**src/rtl/audio_meter_pkg.sv**
```systemverilog
// Shared types and constants for the audio level meter blocks.
// Define SECTION_MIN_MAX_SIGNED_EN to treat samples as two's-complement signed.
package audio_meter_pkg;

    localparam int unsigned DEFAULT_WIDTH = 16;

    typedef logic [DEFAULT_WIDTH-1:0] sample_t;

`ifdef SECTION_MIN_MAX_SIGNED_EN
    localparam bit SIGNED_COMPARE = 1'b1;
`else
    localparam bit SIGNED_COMPARE = 1'b0;
`endif

endpackage

```
**src/rtl/min_max_cmp.sv**
```systemverilog
// Combinational running min/max update; signedness follows SIGNED_COMPARE
// (set by SECTION_MIN_MAX_SIGNED_EN). Ties keep the current value.
module min_max_cmp
    import audio_meter_pkg::*;
#(
    parameter int unsigned width = DEFAULT_WIDTH
) (
    input  logic [width-1:0] min_i,
    input  logic [width-1:0] max_i,
    input  logic [width-1:0] value_i,
    output logic [width-1:0] min_o,
    output logic [width-1:0] max_o
);

    logic below_min;
    logic above_max;

    if (SIGNED_COMPARE) begin : g_signed
        assign below_min = $signed(value_i) < $signed(min_i);
        assign above_max = $signed(value_i) > $signed(max_i);
    end else begin : g_unsigned
        assign below_min = value_i < min_i;
        assign above_max = value_i > max_i;
    end

    assign min_o = below_min ? value_i : min_i;
    assign max_o = above_max ? value_i : max_i;

endmodule

```
**src/rtl/section_min_max.sv**
```systemverilog
// Groups an input sample stream into sections of sample_count samples and emits one
// min/max result per section. Signed mode selected by SECTION_MIN_MAX_SIGNED_EN.
module section_min_max
    import audio_meter_pkg::*;
#(
    parameter int unsigned width        = DEFAULT_WIDTH,
    parameter int unsigned sample_count = 3
) (
    input  logic             clk,
    input  logic             reset,
    input  logic             i_valid,
    output logic             i_ready,
    input  logic [width-1:0] i_value,
    output logic             o_valid,
    input  logic             o_ready,
    output logic [width-1:0] o_min_value,
    output logic [width-1:0] o_max_value
);

    localparam int unsigned CntW = (sample_count > 1) ? $clog2(sample_count) : 1;
    localparam logic [CntW-1:0] LastCnt = CntW'(sample_count - 1);

    logic [CntW-1:0]  cnt_q, cnt_d;
    logic [width-1:0] acc_min_q, acc_min_d;
    logic [width-1:0] acc_max_q, acc_max_d;
    logic             o_valid_q, o_valid_d;
    logic [width-1:0] o_min_q, o_min_d;
    logic [width-1:0] o_max_q, o_max_d;

    logic             accept;
    logic [width-1:0] cmp_min, cmp_max;
    logic [width-1:0] upd_min, upd_max;

    min_max_cmp #(
        .width(width)
    ) u_cmp (
        .min_i  (acc_min_q),
        .max_i  (acc_max_q),
        .value_i(i_value),
        .min_o  (cmp_min),
        .max_o  (cmp_max)
    );

    assign i_ready = !o_valid_q || o_ready;
    assign accept  = i_valid && i_ready;

    // The first sample of a section seeds the accumulator instead of comparing.
    assign upd_min = (cnt_q == '0) ? i_value : cmp_min;
    assign upd_max = (cnt_q == '0) ? i_value : cmp_max;

    always_comb begin
        cnt_d     = cnt_q;
        acc_min_d = acc_min_q;
        acc_max_d = acc_max_q;
        o_valid_d = o_valid_q;
        o_min_d   = o_min_q;
        o_max_d   = o_max_q;

        if (o_valid_q && o_ready) begin
            o_valid_d = 1'b0;
        end

        if (accept) begin
            acc_min_d = upd_min;
            acc_max_d = upd_max;
            if (cnt_q == LastCnt) begin
                cnt_d     = '0;
                o_valid_d = 1'b1;
                o_min_d   = upd_min;
                o_max_d   = upd_max;
            end else begin
                cnt_d = cnt_q + CntW'(1);
            end
        end
    end

    always_ff @(posedge clk or posedge reset) begin
        if (reset) begin
            cnt_q     <= '0;
            acc_min_q <= '0;
            acc_max_q <= '0;
            o_valid_q <= 1'b0;
            o_min_q   <= '0;
            o_max_q   <= '0;
        end else begin
            cnt_q     <= cnt_d;
            acc_min_q <= acc_min_d;
            acc_max_q <= acc_max_d;
            o_valid_q <= o_valid_d;
            o_min_q   <= o_min_d;
            o_max_q   <= o_max_d;
        end
    end

    assign o_valid     = o_valid_q;
    assign o_min_value = o_min_q;
    assign o_max_value = o_max_q;

endmodule

```
**config.mk**
```make
export PLATFORM = sky130hd
export DESIGN_NAME = section_min_max
export DESIGN_NICKNAME = d
export VERILOG_FILES = /design/src/rtl/audio_meter_pkg.sv /design/src/rtl/min_max_cmp.sv /design/src/rtl/section_min_max.sv
export SDC_FILE = /design/constraint.sdc
export NUM_CORES = 1
export LEC_CHECK = 0
export ABC_CLOCK_PERIOD_IN_PS = 7900
export CORE_MARGIN = 2
export CORE_UTILIZATION = 50
export DETAILED_ROUTE_END_ITERATION = 8
export PLACE_DENSITY = 0.84
export SETUP_SLACK_MARGIN = 0.3
export SYNTH_ARGS = -nofsm -noshare
export SYNTH_HDL_FRONTEND = slang
export SYNTH_SLANG_ARGS = --single-unit
export TNS_END_PERCENT = 30
```
**constraint.sdc**
```tcl
create_clock -name clk -period 7.9 [get_ports clk]
set_clock_uncertainty 0.2 [all_clocks]
set_input_delay 1.58 -clock clk [delete_from_list [all_inputs] [get_ports clk]]
set_output_delay 1.58 -clock clk [all_outputs]
set_load 0.03 [all_outputs]
```
After elaboration in Yosys (flattened, before gate mapping)
Index checks and enable logic that the tools add are counted.
- flip-flop bits (word level): 67
- bits of input ports: 20
- output and inout port bits: 34
- logic and storage cells: 24
- add/subtract/negate cells: 1
- magnitude comparators: 2
- equality and inequality tests: 1
- multiplexer cells: 8
- reduce and logical (&&, ||, !) cells: 6
- operators by type and width (operator ; number):
    2-to-1 mux 16 bit ; 4
    greater-than comparator 16 bit ; 1
    < comparator 16 bit ; 1
    2-to-1 mux 1 bit ; 3
    adder 2 x 1 -> 2 bit (second input constant) ; 1
    == test 2 bit (second input constant) ; 1
    logical AND 1 bit ; 2
    logical NOT 2 bit ; 1
    2-to-1 mux 2 bit ; 1
    AND reduction 2 bit ; 1
    logical NOT 1 bit ; 1
    logical OR 1 bit ; 1

Logic depth before layout (Yosys ltp)
Gate-level depths: netlist (run 1).
- word-level depth: 4
- gate-level depth with buffers: 10
- mapped depth without buffers: 8

Cells and area by module
A second synthesis (run 1) with hierarchy kept.
- cell total of the unflattened synthesis: 457
- area total of the unflattened synthesis: 4546.9 um2
- by module, submodules not included (module ; times used ; cells each ; area an instance (um2) ; seq. area each (um2)):
    section_min_max ; 1 ; 246 ; 3005.4 ; 1676.6
    min_max_cmp ; 1 ; 211 ; 1541.5 ; 0.0

Worst setup path after synthesis (run 1)
Ideal clock, no wire load.
- kind: input to register
- from: input port i_value[7]
- to: register acc_max_q[10]
- setup time: 0.125 ns
- arrival time: 3.454 ns
- data required time: 7.575 ns
- setup slack: 4.121 ns
- stages: 8
- buffers on the path: 2
- cell sequence: ha_1 nand4_1 a2111o_1 and4_4 buf_6 a21oi_4 buf_8 mux2_4
- longest elaborated chain between the ends: 3
- RTL lines (item ; line ; source):
    start: declaration ; section_min_max.sv:13 ; input logic [width-1:0] i_value,
    greater-than comparator 16 bit ; min_max_cmp.sv:23 ; assign above_max = value_i > max_i;
    2-to-1 mux 16 bit ; min_max_cmp.sv:27 ; assign max_o = above_max ? value_i : max_i;
    2-to-1 mux 16 bit ; section_min_max.sv:49 ; assign upd_max = (cnt_q == '0) ? i_value : cmp_max;
    end signal: assignment ; section_min_max.sv:88 ; acc_max_q <= acc_max_d;
    end: declaration ; section_min_max.sv:25 ; logic [width-1:0] acc_max_q, acc_max_d;
Every way passes these cells.
A chain may end at the register's enable or synchronous reset.

Final worst setup path (run 1)
- from: input port o_ready
- to: output port i_ready
- longest elaborated chain between the ends: 1
- RTL lines (item ; line ; source):
    start: declaration ; section_min_max.sv:15 ; input logic o_ready,
    logical OR 1 bit ; section_min_max.sv:44 ; assign i_ready = !o_valid_q || o_ready;
    end: declaration ; section_min_max.sv:12 ; output logic i_ready,
Every way passes these cells.

==> results of run 1 <==
[logic make-up after synthesis]
kind of cell / Yosys count / share of synthesized area, %
compound gates: 91 / 14.5
simple gates: 67 / 8.55
fa+ha+maj: 31 / 10.5
mux: 48 / 15.1
flops: 67 / 45.5
buf+inv: 49 / 5.80
[layout make-up]
| class | count | share of cell area (%) |
|---|---|---|
| clock inverter | 2 | 1.34 |
| clock buffer | 13 | 3.32 |
| timing repair buffer | 57 | 12.5 |
| inverter | 32 | 2.67 |
| multi-input combinational | 237 | 40.1 |
| tap | 99 | 2.76 |
| sequential | 67 | 37.3 |
[path summary, 6_finish.rpt]
kind                       cells past startpoint  slack [ns]                    endpoint
max                                            3        3.25                     i_ready
min                                            2        0.28  o_min_value[5]$_DFFE_PP0P_
max reg2reg                                    8        4.90    acc_min_q[8]$_DFFE_PP0P_
min reg2reg                                    2        0.28  o_min_value[5]$_DFFE_PP0P_
max in group asynchronous                      3        5.34  o_max_value[8]$_DFFE_PP0P_
min in group asynchronous                      3        1.60  o_min_value[3]$_DFFE_PP0P_
[through the flow]
stage / instances / worst slack [ns]
global route: 507 / 3.21
floorplan: 353 / 4.12
finish: 507 / 3.25
CTS: 507 / 3.24
global placement: 492 / 3.18
detailed placement: 492 / 3.09
[power by group through the flow]
stage	sequential, mW	combinational (mW)	clock [mW]
after detailed placement	0.630	1.00	0
after CTS	0.627	1.01	0.318
final	0.627	1.01	0.312
after floorplan	0.765	0.567	0
after global placement	0.623	0.965	0
after global routing	0.649	1.10	0.329
[worst min-delay path, stage by stage (launching register included)]
cell,delay (ns)
dfrtp_1,0.34
nand2_1,0.04
o21ai_0,0.06
[layout by cell type, fill, tap and decap left out, drive strengths merged, types with 2 or more instances in the layout]
cell type | synthesis | routed
dfrtp | 67 | 67
clkdlybuf4s50 | 0 | 53
o21ai | 36 | 36
inv | 32 | 32
mux2 | 32 | 32
ha | 31 | 31
nand2 | 27 | 27
a21oi | 27 | 27
nor2 | 20 | 20
a31oi | 16 | 16
mux2i | 16 | 16
clkbuf | 12 | 13
nand4 | 7 | 7
buf | 5 | 4
nand3 | 2 | 2
a21boi | 2 | 2
a211oi | 2 | 2
o211ai | 2 | 2
nand2b | 2 | 2
bufinv | 0 | 2
nor4 | 2 | 2
[sequential cells by signal, summed over array words and instances, names as in the netlist]
| signal | cells |
|---|---|
| acc_max_q | 16 |
| acc_min_q | 16 |
| cnt_q | 2 |
| o_max_value | 16 |
| o_min_value | 16 |
| o_valid | 1 |
[layer usage]
layer  GRT usage, %  share of wire, %
met5              0                 0
met4           11.0               2.4
met3           3.27               5.1
met2           33.9                47
met1           27.8                46
==> results.md, run 1 <==
* Sw power at 798 uW
* CP max stage delay at 0.69 ns
* I/O pin count at 54
* Setup CP Type: primary input to output pin
* Crit-path cells: clkdlybuf4s50_1, nand2b_1, clkdlybuf4s50_1
* Sw Ratio at 41.0%
* Max-cap violations at 0
* Post-synthesis sequential area ratio at 45.5%
* Clock power share at 16.0%
* Nets@finish at 455
* Max Root-Sink Buffers at 2
* Initial antenna violation count at 0
* Flops & latches, synth at 67
* Total negative slack at 0 ns
* Startpoint Class: primary input
* Final slew viol count at 0
* Total power at 1.95 mW
* Area of the multi-input gates at 1800 um2
* Slowest CP cell: clkdlybuf4s50_1
* Hold-fix buffers, CTS at 0
* Internal power at 1.15 mW
* Die W at 89.9 um
* Reg-to-Reg Start: acc_min_q[5]$_DFFE_PP0P_
* Total CTS buffers at 9
* Global-route wire length before repair at 13600 um
* Synth top area share at 45.5%
* Setup crit end kind: output pin
* Antenna cells at 0
* Total grt overflow at 0
* Number of distinct library cells after synthesis at 37
* Area growth, synth to finish at 21.8%
* Vias per cell at 5.54
* EDFF count, synth at 0
* Synthesized area at 3690 um2
* Final core occ at 62.2%
* VDD IR max at 0.216 mV
* GRT Util Overall at 21.1%
* Postcts setup bufs at 0
* # DRC at 0
* Hold_ws at 0.277 ns
* Part of the power in registers at 32.2%
* YS warnings at 0
* FF+latch area at 1680 um2
* Run status: finished, final reports clean
* Post-DRT Antenna Nets at 0
* Vias at 2811
* Gpl congestion at 0.885
* RSZ-0062 raised after global routing: false
* Post-Synthesis Cells at 353
* Core area at 7210 um2
* Cell with the most instances after synthesis: dfrtp_1
* Layout cells sized above 1 at 13.5%
* Resized cells post-CTS at 0
* Actual slew at the worst max-slew pin at 1.15 ns
* CP arrival at 2.87 ns
* Syn Nets at 404
* Starting density of the core at 51.1%
* DR iter-0 viols at 153
* Pin count of the biggest net entering global routing at 68
* Clk sinks at 67
* Fmax at 0.215 GHz
* Die area at 8070 um2
* Synth top area cells: dfrtp_1 45%, ha_1 11%, mux2_2 6.7%, o21ai_0 4.9%, mux2i_1 4.3%
* Die H at 89.9 um
* Root buf cell: clkbuf_8
* Site Rows at 31
* Logic pwr share at 51.8%
* TritonCTS clock tree: built
* Clock transition at path regs at 0.07 ns
* Detail Placement HPWL at 5600 um
* PwrDens at 434 nW/um2
* Post-route clock period utilization at 58.9%
* Min-delay worst type: flop to flop
* Top cell by count, worst path: clkdlybuf4s50_1
* Routed WL per cell at 16.3 um
* Worst EP required at 6.12 ns
* Startpoint of the worst hold path: o_min_value[5]$_DFFE_PP0P_
* Synth top cells by count: 67 x dfrtp_1, 36 x o21ai_0, 32 x inv_1
* CP startpoint: o_ready
* Skew-Pair Late Insertion Delay at 0.35 ns
* Final Cell Area at 4490 um2
* Buf+Inv Stages, Crit Path at 2
* Mean Syn Cell Area at 10.4 um2
* Worst Path Max Fanout at 4
* H-tree level count at 3
* Cell taking the most area after synthesis: dfrtp_1
* DRT Pass-1 Iters at 4
* Final Hold Viols at 0
* Vias in the first global route at 2870
* Leakage power at 2.05 nW
* # setup viols final at 0
* Final min period at 4.65 ns
* Final WL at 8280 um
* Fill cells at 610
* Max_slew headroom at 23.2%
* Main flop type after synthesis: dfrtp_1
* Dpl cell area at 4280 um2
* Count of buffers from port buffering at 53
* Crit-path leading delay family: buffers and inverters
* FFs w/ async S/R, synth at 100%
No activity file was read; power rests on OpenSTA's default activity.
==> run 2, diff against run 1 <==
--- a/config.mk
+++ b/config.mk
@@ -5,7 +5,7 @@
 export SDC_FILE = /design/constraint.sdc
 export NUM_CORES = 1
 export LEC_CHECK = 0
-export ABC_CLOCK_PERIOD_IN_PS = 7900
+export ABC_CLOCK_PERIOD_IN_PS = 4330
 export CORE_MARGIN = 2
 export CORE_UTILIZATION = 50
 export DETAILED_ROUTE_END_ITERATION = 8
==> constraint.sdc (replaced) <==
create_clock -name clk -period 4.33 [get_ports clk]
set_clock_uncertainty 0.2 [all_clocks]
set_input_delay 0.866 -clock clk [delete_from_list [all_inputs] [get_ports clk]]
set_output_delay 0.866 -clock clk [all_outputs]
set_load 0.03 [all_outputs]
==> run 2 against run 1 <==
  * Largest power group unchanged
  * Combinational power is 85% higher
  * Die area stayed put
  * Utilization is 1.1 points higher
  * Global-route usage is 0.14 points higher
  * Non-clock buffer count is 2 higher
  * Worst hold slack better by 0.0031 ns
  * Count of clock-buffer cells in the layout is 4 lower
  * Flip-flop and latch count stayed put
  * Cell area is 1.8% higher
  * Total power is 90% higher
==> results.md, run 2 (same netlist as run 1, synthesis figures left out) <==
* Run status: finished, final reports clean (unchanged)
* CP max stage delay at 0.56 ns (was 0.69 ns)
* Final worst slack at 0.721 ns (was 3.25 ns)
* Pre-CTS setup slack at 0.414 ns (was 3.09 ns)
* Fmax at 0.277 GHz
* Clock transition at path regs at 0.07 ns (about the same)
* Max_slew headroom at 28.3% (was 23.2%)
* CP startpoint: i_value[15] (was o_ready)
* Initial antenna violation count at 0 (unchanged)
* I/O pin count at 54 (unchanged)
* Postcts setup bufs at 0 (unchanged)
* Total CTS buffers at 9 (unchanged)
* Antenna cells at 0 (unchanged)
* Clk sinks at 67 (unchanged)
* # setup viols final at 0 (unchanged)
* PwrDens at 811 nW/um2 (was 434 nW/um2)
* Pin count of the biggest net entering global routing at 49 (was 68)
* Starting density of the core at 51.1% (unchanged)
* Vias at 2881 (was 2811)
* Worst EP required at 4.37 ns (was 6.12 ns)
* Die area at 8070 um2 (unchanged)
* Root buf cell: clkbuf_8 (unchanged)
* Total power at 3.71 mW (was 1.95 mW)
* Setup crit end kind: flop (was output pin)
* Area growth, synth to finish at 24.0% (was 21.8%)
* Hold-fix buffers, CTS at 0 (unchanged)
* Die W at 89.9 um (unchanged)
* Skew-Pair Late Insertion Delay at 0.35 ns (about the same)
* Vias in the first global route at 2880 (was 2870)
* Global-route wire length before repair at 13500 um (was 13600 um)
* GRT Util Overall at 21.2% (was 21.1%)
* CP arrival at 3.65 ns (was 2.87 ns)
* Worst Path Max Fanout at 17 (was 4)
* Post-DRT Antenna Nets at 0 (unchanged)
* TritonCTS clock tree: built (unchanged)
* Setup CP Type: primary input to flop (was primary input to output pin)
* Core area at 7210 um2 (unchanged)
* Startpoint of the worst hold path: o_min_value[4]$_DFFE_PP0P_ (was o_min_value[5]$_DFFE_PP0P_)
* Startpoint Class: primary input (unchanged)
* Site Rows at 31 (unchanged)
* Count of buffers from port buffering at 53 (unchanged)
* Final min period at 3.61 ns
* Commonest non-fill, non-tap cell in the layout: dfrtp_1 (unchanged)
* Die H at 89.9 um (unchanged)
* Post-route clock period utilization at 83.4%
* Final core occ at 63.4% (was 62.2%)
* DRT Pass-1 Iters at 4 (unchanged)
* Nets@finish at 457 (was 455)
* Max Root-Sink Buffers at 2 (unchanged)
* Max-cap violations at 0 (unchanged)
* Total grt overflow at 0 (unchanged)
* Leakage power at 2.10 nW (was 2.05 nW)
* Crit-path cells: clkdlybuf4s50_1, ha_1, nand4_1, a2111o_1, and4_4, a21oi_4, buf_12, mux2_2 (was clkdlybuf4s50_1, nand2b_1, clkdlybuf4s50_1)
* Final Hold Viols at 0 (unchanged)
* Reg-to-Reg Start: acc_max_q[15]$_DFFE_PP0P_ (was acc_min_q[5]$_DFFE_PP0P_)
* Most frequent cells in the layout: 67 x dfrtp_1, 53 x clkdlybuf4s50_1, 36 x o21ai_0 (unchanged)
* Vias per cell at 5.65 (was 5.54)
* DR iter-0 viols at 93 (was 153)
* Total negative slack at 0 ns (unchanged)
* H-tree level count at 3 (unchanged)
* Actual slew at the worst max-slew pin at 1.07 ns (was 1.15 ns)
* Final WL at 8320 um (was 8280 um)
* Resized cells post-CTS at 0 (unchanged)
* VDD IR max at 0.342 mV (was 0.216 mV)
* # DRC at 0 (unchanged)
* Slowest CP cell: clkdlybuf4s50_1 (unchanged)
* Final slew viol count at 0 (unchanged)
* Gpl congestion at 0.863 (was 0.885)
* Routed WL per cell at 16.3 um (about the same)
* Hold_ws at 0.280 ns (was 0.277 ns)
* RSZ-0062 raised after global routing: false (unchanged)
* Layout cells sized above 1 at 14.8% (was 13.5%)
* Min-delay worst type: flop to flop (unchanged)
* Detail Placement HPWL at 5670 um (was 5600 um)
[run 2: layer usage]
metal | share of wire [%] | global-route usage, % | routed length [um]
met1 | 45 | 26.4 | 3730
met2 | 46 | 33.5 | 3870
met3 | 5.9 | 6.20 | 490
met4 | 2.8 | 11.7 | 234
met5 | 0 | 0 | 0
[run 2: path summary, 6_finish.rpt]
check | end | slack, ns | cells past startpoint
min reg2reg | o_min_value[4]$_DFFE_PP0P_ | 0.28 | 2
min | o_min_value[4]$_DFFE_PP0P_ | 0.28 | 2
max in group asynchronous | o_valid$_DFF_PP0_ | 2.33 | 3
max reg2reg | acc_max_q[0]$_DFFE_PP0P_ | 1.47 | 8
max | acc_max_q[0]$_DFFE_PP0P_ | 0.72 | 8
min in group asynchronous | o_min_value[2]$_DFFE_PP0P_ | 0.65 | 2
[run 2: area by class of cell]
class | instances | area [um2]
multi-input combinational | 237 | 1800
clock buffer | 9 | 124
inverter | 32 | 120
sequential | 67 | 1680
clock inverter | 7 | 139
timing repair buffer | 59 | 588
tap | 99 | 124
fill | 568 | 2640
[run 2: where the power goes]
part           total, mW  internal [mW]  switching [mW]
registers           1.14          0.938           0.206
logic               1.87          0.843            1.03
clock network      0.696          0.441           0.255
total               3.71           2.22            1.49
[run 2: critical path, delay by kind of cell]
family,cells,cell delay [ns]
buffers and inverters,2,0.76
multiplexers,1,0.34
adder cells (fa/ha/maj),1,0.43
AO/OA/AOI/OAI,2,0.71
AND/OR/NAND/NOR,2,0.52
[run 2: metrics by stage]
stage	std cells	cell area, um2
final	510	4570
after global routing	510	4570
after CTS	510	4570
after detailed placement	494	4310
after global placement	494	4310
after floorplan	353	3690
